$ cat src/rtl/mdu_hilo_if.sv
// Operand/result bundle between the Execute-stage control and the HI/LO multiply/divide unit.
interface mdu_hilo_if;
   logic        start;
   logic [2:0]  op;
   logic [31:0] rs_data;
   logic [31:0] rt_data;
   logic        cancel;
   logic        busy;
   logic        done;
   logic [31:0] hi_out;
   logic [31:0] lo_out;

   modport master (
      output start, op, rs_data, rt_data, cancel,
      input  busy, done, hi_out, lo_out
   );

   modport slave (
      input  start, op, rs_data, rt_data, cancel,
      output busy, done, hi_out, lo_out
   );
endinterface

$ cat src/rtl/mdu_hilo.sv
// Iterative 32-cycle MULT/MULTU/DIV/DIVU unit with HI/LO registers and MTHI/MTLO writes.
module mdu_hilo (
   input logic        clk,
   input logic        rst,
   mdu_hilo_if.slave  bus
);
   localparam int unsigned XLEN  = 32;
   localparam int unsigned CNT_W = 6;
   localparam int unsigned ITERS = 32;

   typedef enum logic {ST_IDLE, ST_RUN} state_e;

   state_e            state_q, state_d;
   logic [CNT_W-1:0]  cnt_q, cnt_d;
   logic [XLEN:0]     acc_hi_q, acc_hi_d;
   logic [XLEN-1:0]   acc_lo_q, acc_lo_d;
   logic [XLEN-1:0]   opnd_q, opnd_d;
   logic [XLEN-1:0]   a_raw_q, a_raw_d;
   logic              is_div_q, is_div_d;
   logic              neg_q_q, neg_q_d;
   logic              neg_r_q, neg_r_d;
   logic              div0_q, div0_d;
   logic [XLEN-1:0]   hi_q, hi_d;
   logic [XLEN-1:0]   lo_q, lo_d;
   logic              busy_q, busy_d;
   logic              done_q, done_d;

   logic [XLEN:0]     mul_sum, rem_sh, rem_diff, step_hi;
   logic [XLEN-1:0]   step_lo, a_abs, b_abs, quo, rem;
   logic [2*XLEN-1:0] prod;
   logic              a_neg, b_neg, is_signed;

   // State registers with synchronous active-low reset.
   always_ff @(posedge clk) begin
      if (!rst) begin
         state_q  <= ST_IDLE;
         cnt_q    <= '0;
         acc_hi_q <= '0;
         acc_lo_q <= '0;
         opnd_q   <= '0;
         a_raw_q  <= '0;
         is_div_q <= 1'b0;
         neg_q_q  <= 1'b0;
         neg_r_q  <= 1'b0;
         div0_q   <= 1'b0;
         hi_q     <= '0;
         lo_q     <= '0;
         busy_q   <= 1'b0;
         done_q   <= 1'b0;
      end else begin
         state_q  <= state_d;
         cnt_q    <= cnt_d;
         acc_hi_q <= acc_hi_d;
         acc_lo_q <= acc_lo_d;
         opnd_q   <= opnd_d;
         a_raw_q  <= a_raw_d;
         is_div_q <= is_div_d;
         neg_q_q  <= neg_q_d;
         neg_r_q  <= neg_r_d;
         div0_q   <= div0_d;
         hi_q     <= hi_d;
         lo_q     <= lo_d;
         busy_q   <= busy_d;
         done_q   <= done_d;
      end
   end

   // One shift-add (multiply) or restoring shift-subtract (divide) step per cycle.
   always_comb begin
      mul_sum  = {1'b0, acc_hi_q[XLEN-1:0]} + (acc_lo_q[0] ? {1'b0, opnd_q} : '0);
      rem_sh   = {acc_hi_q[XLEN-1:0], acc_lo_q[XLEN-1]};
      rem_diff = rem_sh - {1'b0, opnd_q};
      if (is_div_q) begin
         step_hi = rem_diff[XLEN] ? rem_sh : rem_diff;
         step_lo = {acc_lo_q[XLEN-2:0], ~rem_diff[XLEN]};
      end else begin
         step_hi = {1'b0, mul_sum[XLEN:1]};
         step_lo = {mul_sum[0], acc_lo_q[XLEN-1:1]};
      end
      prod = {step_hi[XLEN-1:0], step_lo};
      if (neg_q_q) prod = (2*XLEN)'(0) - prod;
      quo = neg_q_q ? XLEN'(0) - step_lo : step_lo;
      rem = neg_r_q ? XLEN'(0) - step_hi[XLEN-1:0] : step_hi[XLEN-1:0];
   end

   // Operand conditioning: signed ops iterate on magnitudes.
   always_comb begin
      is_signed = ~bus.op[0];
      a_neg     = is_signed & bus.rs_data[XLEN-1];
      b_neg     = is_signed & bus.rt_data[XLEN-1];
      a_abs     = a_neg ? XLEN'(0) - bus.rs_data : bus.rs_data;
      b_abs     = b_neg ? XLEN'(0) - bus.rt_data : bus.rt_data;
   end

   // Next-state and output logic.
   always_comb begin
      state_d  = state_q;
      cnt_d    = cnt_q;
      acc_hi_d = acc_hi_q;
      acc_lo_d = acc_lo_q;
      opnd_d   = opnd_q;
      a_raw_d  = a_raw_q;
      is_div_d = is_div_q;
      neg_q_d  = neg_q_q;
      neg_r_d  = neg_r_q;
      div0_d   = div0_q;
      hi_d     = hi_q;
      lo_d     = lo_q;
      busy_d   = busy_q;
      done_d   = 1'b0;

      unique case (state_q)
         ST_IDLE: begin
            if (bus.start && !bus.cancel) begin
               if (!bus.op[2]) begin
                  is_div_d = bus.op[1];
                  opnd_d   = bus.op[1] ? b_abs : a_abs;
                  acc_lo_d = bus.op[1] ? a_abs : b_abs;
                  acc_hi_d = '0;
                  neg_q_d  = a_neg ^ b_neg;
                  neg_r_d  = a_neg;
                  a_raw_d  = bus.rs_data;
                  div0_d   = (bus.rt_data == '0);
                  cnt_d    = CNT_W'(ITERS);
                  busy_d   = 1'b1;
                  state_d  = ST_RUN;
               end else if (bus.op == 3'b100) begin
                  hi_d = bus.rs_data;
               end else if (bus.op == 3'b101) begin
                  lo_d = bus.rs_data;
               end
            end
         end
         ST_RUN: begin
            if (bus.cancel) begin
               state_d = ST_IDLE;
               busy_d  = 1'b0;
               cnt_d   = '0;
            end else begin
               acc_hi_d = step_hi;
               acc_lo_d = step_lo;
               cnt_d    = cnt_q - CNT_W'(1);
               if (cnt_q == CNT_W'(1)) begin
                  state_d = ST_IDLE;
                  busy_d  = 1'b0;
                  done_d  = 1'b1;
                  if (!is_div_q) begin
                     hi_d = prod[2*XLEN-1:XLEN];
                     lo_d = prod[XLEN-1:0];
                  end else if (div0_q) begin
                     hi_d = a_raw_q;
                     lo_d = '1;
                  end else begin
                     hi_d = rem;
                     lo_d = quo;
                  end
               end
            end
         end
         default: state_d = ST_IDLE;
      endcase
   end

   assign bus.busy   = busy_q;
   assign bus.done   = done_q;
   assign bus.hi_out = hi_q;
   assign bus.lo_out = lo_q;
endmodule

$ cat src/flat_wrapper.sv
// flat-port wrapper written by rule: the top's interface ports become plain ports
module mdu_hilo_flat 
  (clk, rst, bus_start, bus_op, bus_rs_data, bus_rt_data, bus_cancel, bus_busy, bus_done, bus_hi_out, bus_lo_out);
  mdu_hilo_if bus_i ();
  input logic clk;
  input logic rst;
  input wire logic [$bits(bus_i.start)-1:0] bus_start;
  input wire logic [$bits(bus_i.op)-1:0] bus_op;
  input wire logic [$bits(bus_i.rs_data)-1:0] bus_rs_data;
  input wire logic [$bits(bus_i.rt_data)-1:0] bus_rt_data;
  input wire logic [$bits(bus_i.cancel)-1:0] bus_cancel;
  output wire logic [$bits(bus_i.busy)-1:0] bus_busy;
  output wire logic [$bits(bus_i.done)-1:0] bus_done;
  output wire logic [$bits(bus_i.hi_out)-1:0] bus_hi_out;
  output wire logic [$bits(bus_i.lo_out)-1:0] bus_lo_out;
  assign bus_i.start = bus_start;
  assign bus_i.op = bus_op;
  assign bus_i.rs_data = bus_rs_data;
  assign bus_i.rt_data = bus_rt_data;
  assign bus_i.cancel = bus_cancel;
  assign bus_busy = bus_i.busy;
  assign bus_done = bus_i.done;
  assign bus_hi_out = bus_i.hi_out;
  assign bus_lo_out = bus_i.lo_out;
  mdu_hilo u_core (.clk(clk), .rst(rst), .bus(bus_i));
endmodule
$ cat config.mk
export PLATFORM = sky130hd
export DESIGN_NAME = mdu_hilo_flat
export DESIGN_NICKNAME = d
export VERILOG_FILES = /design/src/rtl/mdu_hilo_if.sv /design/src/rtl/mdu_hilo.sv /design/src/flat_wrapper.sv
export SDC_FILE = /design/constraint.sdc
export NUM_CORES = 1
export LEC_CHECK = 0
export ABC_CLOCK_PERIOD_IN_PS = 5170
export CAP_MARGIN = 25
export CORE_UTILIZATION = 55
export DETAILED_ROUTE_END_ITERATION = 16
export PLACE_DENSITY = 0.79
export SLEW_MARGIN = 25
export SYNTH_ARGS = -nofsm -noshare
export SYNTH_HDL_FRONTEND = slang
export SYNTH_SLANG_ARGS = --single-unit
$ cat constraint.sdc
create_clock -name clk -period 5.17 [get_ports clk]
set_clock_uncertainty 0.1 [all_clocks]
set_input_delay 0.517 -clock clk [delete_from_list [all_inputs] [get_ports clk]]
set_output_delay 0.517 -clock clk [all_outputs]
set_load 0.01 [all_outputs]
== After elaboration in Yosys (flattened, before gate mapping) ==
Index checks and enable logic that the tools add are counted.
Storage, ports and cells
  register bits after elaboration: 205
  bits of input ports: 71
  output and inout port bits: 66
  logic and storage cells: 103
Operators by class
  add/subtract/negate cells: 8
  equal/unequal tests: 12
  multiplexer cells: 51
  bitwise logic cells: 8
  reduce and logical (&&, ||, !) cells: 10
Operators by type and width (number)
  $mux 32: 31
  $pmux 32 s2: 4
  $sub 1x32->32 const A: 4
  $mux 64: 1
  $sub 1x64->64 const A: 1
  $add 32x32->33: 1
  $sub 33x32->33: 1
  $logic_not 32->1: 1
  $mux 6: 3
  $pmux 6 s2: 1
  $ne 2x2->1 const B: 5
  $mux 1: 9
  $reduce_and 3->1: 3
  $eq 3x3->1 const B: 2
  $eq 6x1->1 const B: 1
  $ne 2x1->1 const B: 3
  $reduce_and 6->1: 1
  $sub 6x1->6 const B: 1
  $not 1->1: 5
  $reduce_and 5->1: 1
  $pmux 1 s2: 2
  $ne 3x3->1 const B: 1
  $reduce_or 3->1: 1
  $and 1x1->1: 2
  other kinds (4): 4

== Depth between registers and ports, before layout ==
Gate-level depths: netlist of run 1.
  depth after elaboration: 10
  gate-level depth with buffers: 25
  mapped depth without buffers: 21

== Worst setup path after synthesis of run 1 ==
No wires, ideal clock.
  path type: register to register
  from: register u_core.opnd_q[22]
  to: register u_core.hi_q[28], in the netlist u_core.bus.hi_out[28]
  library setup time: 0.076 ns
  arrival time: 5.203 ns
  required time: 4.994 ns
  slack: -0.209 ns
  stages on the path, launching flop included: 25
  period minus slack after synthesis: 5.379 ns
  cells stage by stage: dfxtp_1 -> inv_1 -> ha_1 -> clkbuf_2 -> nand4_1 -> or4_4 -> nand2b_1 -> a211o_1 -> a31o_1 -> buf_6 -> nand2_1 -> clkbuf_1 -> buf_1 -> o21ai_0 -> mux2i_1 -> ha_1 -> nor4b_1 -> a31oi_1 -> nand4bb_1 -> or4b_4 -> buf_6 -> o31ai_4 -> xor2_1 -> o221ai_1 -> o22ai_1
Between the ends
  cells in the longest elaborated chain, start to end: 10
RTL lines
  from (decl): line mdu_hilo.sv:17  | logic [XLEN-1:0] opnd_q, opnd_d;
  from (signal assigned): line mdu_hilo.sv:55  | opnd_q <= opnd_d;
  $sub 33x32->33 / $mux 32 (equally long branches): line mdu_hilo.sv:72, mdu_hilo.sv:70
  $mux 32 / $add 32x32->33 (equally long branches): line mdu_hilo.sv:74, mdu_hilo.sv:70
  $mux 32: line mdu_hilo.sv:73  | if (is_div_q) begin
  $sub 1x32->32: line mdu_hilo.sv:83  | rem = neg_r_q ? XLEN'(0) - step_hi[XLEN-1:0] : step_hi[XLEN-1:0];
  $mux 32: line mdu_hilo.sv:83
  $mux 32: line mdu_hilo.sv:150  | end else if (div0_q) begin
  $mux 32 *: line mdu_hilo.sv:147  | if (!is_div_q) begin
  $mux 32 *: line mdu_hilo.sv:143  | if (cnt_q == CNT_W'(1)) begin
  $mux 32 *: line mdu_hilo.sv:135  | if (bus.cancel) begin
  $pmux 32 s2 *: line mdu_hilo.sv:112  | unique case (state_q)
  to (signal assigned): line mdu_hilo.sv:61  | hi_q <= hi_d;
  to (decl): line mdu_hilo.sv:23  | logic [XLEN-1:0] hi_q, hi_d;
Every way passes the cells marked *; elsewhere a longest branch is shown, timed or not. The select of a mux whose other input is x is not followed.
A chain may end at the register's enable or synchronous reset.

== Worst setup path in the final report of run 1 ==
  from: register u_core.opnd_q[0]
  to: register u_core.hi_q[17], in the netlist u_core.bus.hi_out[17]
The elaborated chain is that of the path after synthesis.

==> out/qor.csv, run 1 <==
metric,value,unit
status,"finished, final reports clean",
nets,2869,
io_pins,137,
finalSetupTns,0,ps
hp-start,u_core.bus.hi_out[29],
clock-sinks,205,
antenna_found_initial,1,
layout-drive-gt1-share,11.05,%
worstSetupPathType,flip-flop to flip-flop,
cp_data_arrival_time,5330,ps
cts.path.max_buffers,3,
area_delta_synth_final,18.68,%
rr_worst_depth,16,
num_rows,66,
irDropWorstVdd,0.2643,mV
syn-instance-count,2594,
netlist_top_cells_count,"nand2_1 (374), a21oi_1 (274), nor2_1 (213)",
p_per_area,228.4,mW/mm^2
worstPathRequired,5470,ps
synth_edf_count,0,
dp.cells,3133,
synth_area_leader_cell,dfxtp_1,
syn_area,0.01823,sq mm
wl_per_cell,25.24,microns
async_flop_share,0,%
initial_core_util,56.02,%
yosys.area.top_type_share,22.52,%
dieArea,0.03387,sq mm
port_buffers,136,
postSynthAreaPerCell,7.027,sq um
drcViolationCount,0,
worst_slack,138.9,ps
setup_violations,0,
power.total,4.941,mW
hold_depth,2,
firstDrtPassIters,6,
clk_pin_slew,60,ps
slew_viol_final,0,
timing.hold.ws,350.4,ps
synth_seq_cells,205,
die_x,184.0,microns
detail_route.vias_per_cell,6.818,
start_kind,flip-flop,
yosys_warnings,0,
slew_headroom,23.26,%
fmax,0.1988,GHz
grt_pass1_wl,118500,microns
coreArea,0.03254,sq mm
path_max_fanout,5,
h-tree-depth,1,
grt_max_degree,98,
grt-ovfl-total,0,
p_leak,8.180,nW
gp_congestion,1.111,
synth_cell_type_count,100,
cp-end-kind,flip-flop,
dpl.hpwl,60470,microns
hold_buffers,0,
die_h,184.0,microns
yosysMostFrequentCell,nand2_1,
vias,21728,
rrSetupSlack,140,ps
hold_viol,0,
final_cells,3187,
final_area,0.02163,sq mm
dpl_cell_area,0.02054,sq mm
cts_buffers,24,
antenna_left,0,
wirelength,80440,microns
cap_violations,0,
synth_nets,2737,
cts_tree,done,
fin_crit,5031,ps
worst_pin_slew,1139,ps
synthTopCellsByArea,"dfxtp_1 (23%), nand2_1 (7.7%), a21oi_1 (7.5%), o21ai_0 (5.5%), xnor2_1 (5.1%)",
whs_endpoint,u_core.bus.hi_out[29],
dp_slack,-82.42,ps
synth_flop_cell,dfxtp_1,
reg2reg_from,u_core.opnd_q[0],
yosysSeqAreaShare,22.52,%
gr-usage-all-layers,46.12,%
hp-class,flip-flop to flip-flop,
first_global_vias,20192,
insertion_delay,560,ps
rr_endpoint,u_core.bus.hi_out[17],
fin_util,66.49,%
clock-root-buffer,clkbuf_16,
finalCritPeriodShare,97.31,%
drt-initial-drc-count,3027,
[report_power, final]
group / switching (mW) / internal [mW]
Combinational: 0.943 / 0.539
Clock: 0.757 / 1.03
Sequential: 0.0465 / 1.63
[registers in the layout (all words and copies together), names as in the netlist]
name / count
u_core.neg_q_q: 1
u_core.bus.busy: 1
u_core.div0_q: 1
u_core.cnt_q: 6
u_core.bus.lo_out: 32
u_core.a_raw_q: 32
u_core.bus.done: 1
u_core.state_q: 1
u_core.bus.hi_out: 32
u_core.neg_r_q: 1
u_core.is_div_q: 1
u_core.acc_lo_q: 32
u_core.opnd_q: 32
u_core.acc_hi_q: 32
[area by class of cell]
cell class | count | area, sq um
Sequential cell | 205 | 4115
Clock buffer | 33 | 684.4
Tap cell | 442 | 553.0
Fill cell | 2952 | 10900
Clock inverter | 10 | 120.1
Inverter | 81 | 306.5
Antenna cell | 2 | 5.005
Multi-Input combinational cell | 2123 | 13320
Timing Repair Buffer | 291 | 2527
[kinds of logic after synthesis]
logic type               count (synthesis)  share of synthesized area, %
AO/OA/AOI/OAI                          858                         30.12
XOR/XNOR                               176                         8.457
adder cells (fa/ha/maj)                 72                         5.025
buffers and inverters                  267                         5.718
flip-flops                             205                         22.52
multiplexers                            62                         3.494
AND/OR/NAND/NOR                        954                         24.67
[cell usage in the layout (no fill, tap or decap), types with 62 or more instances in the layout]
| cell | n |
|---|---|
| nand2_1 | 372 |
| o211ai_1 | 74 |
| xor2_1 | 70 |
| a21oi_1 | 270 |
| o21ai_0 | 200 |
| dfxtp_1 | 200 |
| buf_4 | 153 |
| nor2_1 | 207 |
| xnor2_1 | 106 |
| ha_1 | 66 |
| clkdlybuf4s50_1 | 135 |
| inv_1 | 77 |
| nand3_1 | 62 |
[worst max-delay path, stage by stage (launching register included)]
cell and delay (ps):
dfxtp_1 320, and2_1 160, ha_1 230, fa_1 420, a21o_1 230, a311o_1 450
a21oi_2 200, o21bai_1 150, xor2_1 300, nor2_2 220, a31oi_4 50, or4_4 600
or4b_4 600, o31ai_1 420, a32oi_1 90, mux2i_1 250, nor3_1 70
[repair_timing]
| item | 4_1_cts | 5_1_grt |
|---|---|---|
| pin swaps | 2 | 12 |
| setup buffers | 2 | 6 |
| gates cloned | 0 | 1 |
| gates resized for setup | 4 | 36 |
| endpoints found under the setup margin | 7 | 19 |
[routing by layer]
metal / up-vias / wire, microns / track usage [%]
li1: 9647 / - / -
met2: 1464 / 35270 / 72.33
met3: 440 / 8792 / 11.05
met5: - / 11 / 0
met1: 10175 / 29380 / 54.46
met4: 2 / 6987 / 35.00
[worst max-delay path by stage]
stage,cells after the start,slack (ps),start,end
after detailed placement,19,-80,u_core.opnd_q[31],u_core.bus.hi_out[18]
after floorplan,24,20,u_core.opnd_q[22],u_core.bus.hi_out[28]
after global routing,17,-10,u_core.acc_lo_q[0],u_core.bus.hi_out[29]
final,16,140,u_core.opnd_q[0],u_core.bus.hi_out[17]
after global placement,19,4,u_core.opnd_q[30],u_core.bus.hi_out[18]
after CTS,20,20,u_core.acc_lo_q[31],u_core.bus.hi_out[28]
Note: power is estimated with default switching activity, not from simulation.
==> inputs of run 2 (changes only) <==
--- a/config.mk
+++ b/config.mk
@@ -7,9 +7,11 @@
 export LEC_CHECK = 0
 export ABC_CLOCK_PERIOD_IN_PS = 5170
 export CAP_MARGIN = 25
-export CORE_UTILIZATION = 55
+export CELL_PAD_IN_SITES_DETAIL_PLACEMENT = 0
+export CELL_PAD_IN_SITES_GLOBAL_PLACEMENT = 1
+export CORE_UTILIZATION = 40
 export DETAILED_ROUTE_END_ITERATION = 16
-export PLACE_DENSITY = 0.79
+export PLACE_DENSITY_LB_ADDON = 0.1
 export SLEW_MARGIN = 25
 export SYNTH_ARGS = -nofsm -noshare
 export SYNTH_HDL_FRONTEND = slang
==> out/qor.csv, run 2 (synthesized netlist as in run 1, its figures left out) <==
metric,value,unit,change
drcViolationCount,0,,unchanged
whs_endpoint,u_core.a_raw_q[14],,
hold_buffers,0,,unchanged
die_x,215.5,microns,+17%
cp_data_arrival_time,5450,ps,+120 ps
cts_tree,done,,
cts.path.max_buffers,3,,unchanged
area_delta_synth_final,24.53,%,
layout_common_cells,"nand2_1 (372), a21oi_1 (272), buf_4 (242), nor2_1 (210), o21ai_0 (200)",,
clk_pin_slew,70,ps,about the same
fin_util,50.89,%,-16 points
p_switching,1.851,mW,+6.0%
layout-drive-gt1-share,14.13,%,+3.1 points
worst_slack,93.14,ps,-45.76 ps
setup_violations,0,,unchanged
rr_endpoint,u_core.bus.hi_out[28],,
rr_worst_depth,21,,+5
switching_share,35.17,%,-0.18 points
wl_per_cell,25.38,microns,+0.55%
dp_slack,-63.67,ps,+18.75 ps
initial_core_util,40.86,%,-15 points
cp-end-kind,flip-flop,,
rrSetupSlack,90,ps,-50 ps
start_kind,flip-flop,,
hold_viol,0,,unchanged
reg2reg_from,u_core.opnd_q[30],,
power.total,5.264,mW,+6.5%
grt-ovfl-total,0,,unchanged
slew_headroom,31.38,%,+8.1 points
worst_pin_slew,1026,ps,-113.4 ps
nets,2962,,+3.2%
hold_depth,2,,unchanged
gp_congestion,1.003,,-9.7%
antenna_cells,0,,-2
io_pins,137,,unchanged
grt_pass1_wl,127400,microns,+7.5%
gr-usage-all-layers,36.44,%,-9.7 points
internal_power,3.413,mW,+6.8%
final_cells,3430,,+7.6%
final_common_cell,nand2_1,,
pwr-share-clk,38.0,%,+1.9 points
dp.cells,3374,,+7.7%
irDropWorstVdd,0.2583,mV,-2.3%
detail_route.vias_per_cell,6.110,,-10%
clock-sinks,205,,unchanged
worstSetupPathType,flip-flop to flip-flop,,
pwr-share-comb,30.2,%,+0.2 points
num_rows,77,,+17%
h-tree-depth,1,,unchanged
path_max_fanout,6,,+1
wirelength,87050,microns,+8.2%
insertion_delay,570,ps,about the same
fin_crit,5077,ps,+45.76 ps
grt_setup_unrepaired,yes,,
hp-class,flip-flop to flip-flop,,
finalCritPeriodShare,98.20,%,+0.89 points
antenna_found_initial,2,,+1
dpl.hpwl,68680,microns,+14%
dieArea,0.04643,sq mm,+37%
worstPathRequired,5550,ps,+80 ps
fmax,0.1970,GHz,-0.90%
cap_violations,0,,unchanged
p_per_area,231.9,mW/mm^2,+1.5%
hp-start,u_core.a_raw_q[14],,
multi_input_area,0.01338,sq mm,+0.41%
seq_power_share,31.8,%,-2.1 points
regArea,0.004116,sq mm,about the same
firstDrtPassIters,5,,-1
drt-initial-drc-count,1868,,-38%
coreArea,0.04461,sq mm,+37%
grt_max_degree,125,,+28%
antenna_left,0,,unchanged
first_global_vias,19945,,-1.2%
port_buffers,136,,unchanged
die_h,215.5,microns,+17%
status,"finished, final reports clean",,
clock-root-buffer,clkbuf_16,,
p_leak,8.719,nW,+6.6%
vias,20959,,-3.5%
nFillCells,4488,,+52%
cts_buffers,27,,+13%
slew_viol_final,0,,unchanged
-- run 2: changes by cell type in the layout (fill, tap and decap cells not counted), moves of 3 or more --
cell,change
inv_1,-3
nor4_2,-3
nor2_1,+3
clkbuf_16,+4
buf_4,+89
clkbuf_8,+3
nor2_2,-3
inv_2,+3
ha_4,+3
ha_1,-3
-- run 2: worst max-delay path by stage --
stage	from	end	cells after the start
2_1_floorplan	u_core.opnd_q[22]	u_core.bus.hi_out[28]	24
3_3_place_gp	u_core.opnd_q[31]	u_core.bus.hi_out[30]	22
3_5_place_dp	u_core.opnd_q[31]	u_core.bus.hi_out[26]	22
4_1_cts	u_core.opnd_q[31]	u_core.bus.hi_out[28]	21
5_1_grt	u_core.opnd_q[30]	u_core.bus.hi_out[28]	21
6_report	u_core.opnd_q[30]	u_core.bus.hi_out[28]	21
-- run 2: power groups by stage --
stage               Clock, mW  Combinational (mW)  Sequential, mW
finish                   2.00                1.59            1.68
global route             2.07                1.68            1.68
CTS                      2.01                1.53            1.67
detailed placement          0                1.51            1.71
global placement            0                1.50            1.71
floorplan                   0               0.849            1.70
-- run 2: per-stage QoR --
| stage | area (sq um) | hold slack [ps] | TNS [ps] |
|---|---|---|---|
| after floorplan | 18250 | 329.3 | 0 |
| after global placement | 21430 | 342.2 | 0 |
| after detailed placement | 21430 | 345.2 | -183.8 |
| after CTS | 22510 | 353.6 | 0 |
| after global routing | 22700 | 370.6 | -57.65 |
| final | 22700 | 354.7 | 0 |
-- run 2: area by class of cell --
cell class                      instances  area share, %
Tap cell                              592          3.263
Clock inverter                         10         0.5016
Inverter                               81          1.350
Multi-Input combinational cell       2122          58.93
Sequential cell                       205          18.13
Clock buffer                           38          3.605
Timing Repair Buffer                  382          14.22
-- run 2: timing repair --
item,CTS,global route
gates resized for setup,21,30
setup buffers,6,2
endpoints found under the setup margin,5,18
pin swaps,10,15
hold endpoints to repair,0,0
-- run 2: critical path: stages (launching register included) --
cell,delay (ps)
dfxtp_2,340
inv_2,50
ha_4,250
nand4_1,200
or4_4,630
nand2b_4,160
a211o_1,290
a31o_4,290
buf_6,120
a211oi_2,190
a311oi_2,80
inv_1,130
ha_2,210
nor4b_4,210
a31oi_2,60
nand4bb_4,300
or4b_4,580
buf_6,160
o31ai_4,170
xor2_1,170
o221ai_1,110
o22ai_1,180
-- run 2: per-layer routing --
metal  vias to the layer above  global-route usage, %  routed length, microns
met5                         -                      0                       0
li1                       9842                      -                       -
met1                     10060                  44.57                   35260
met3                       248                  4.863                    5325
met4                         0                  21.96                    6187
met2                       809                  60.80                   40280
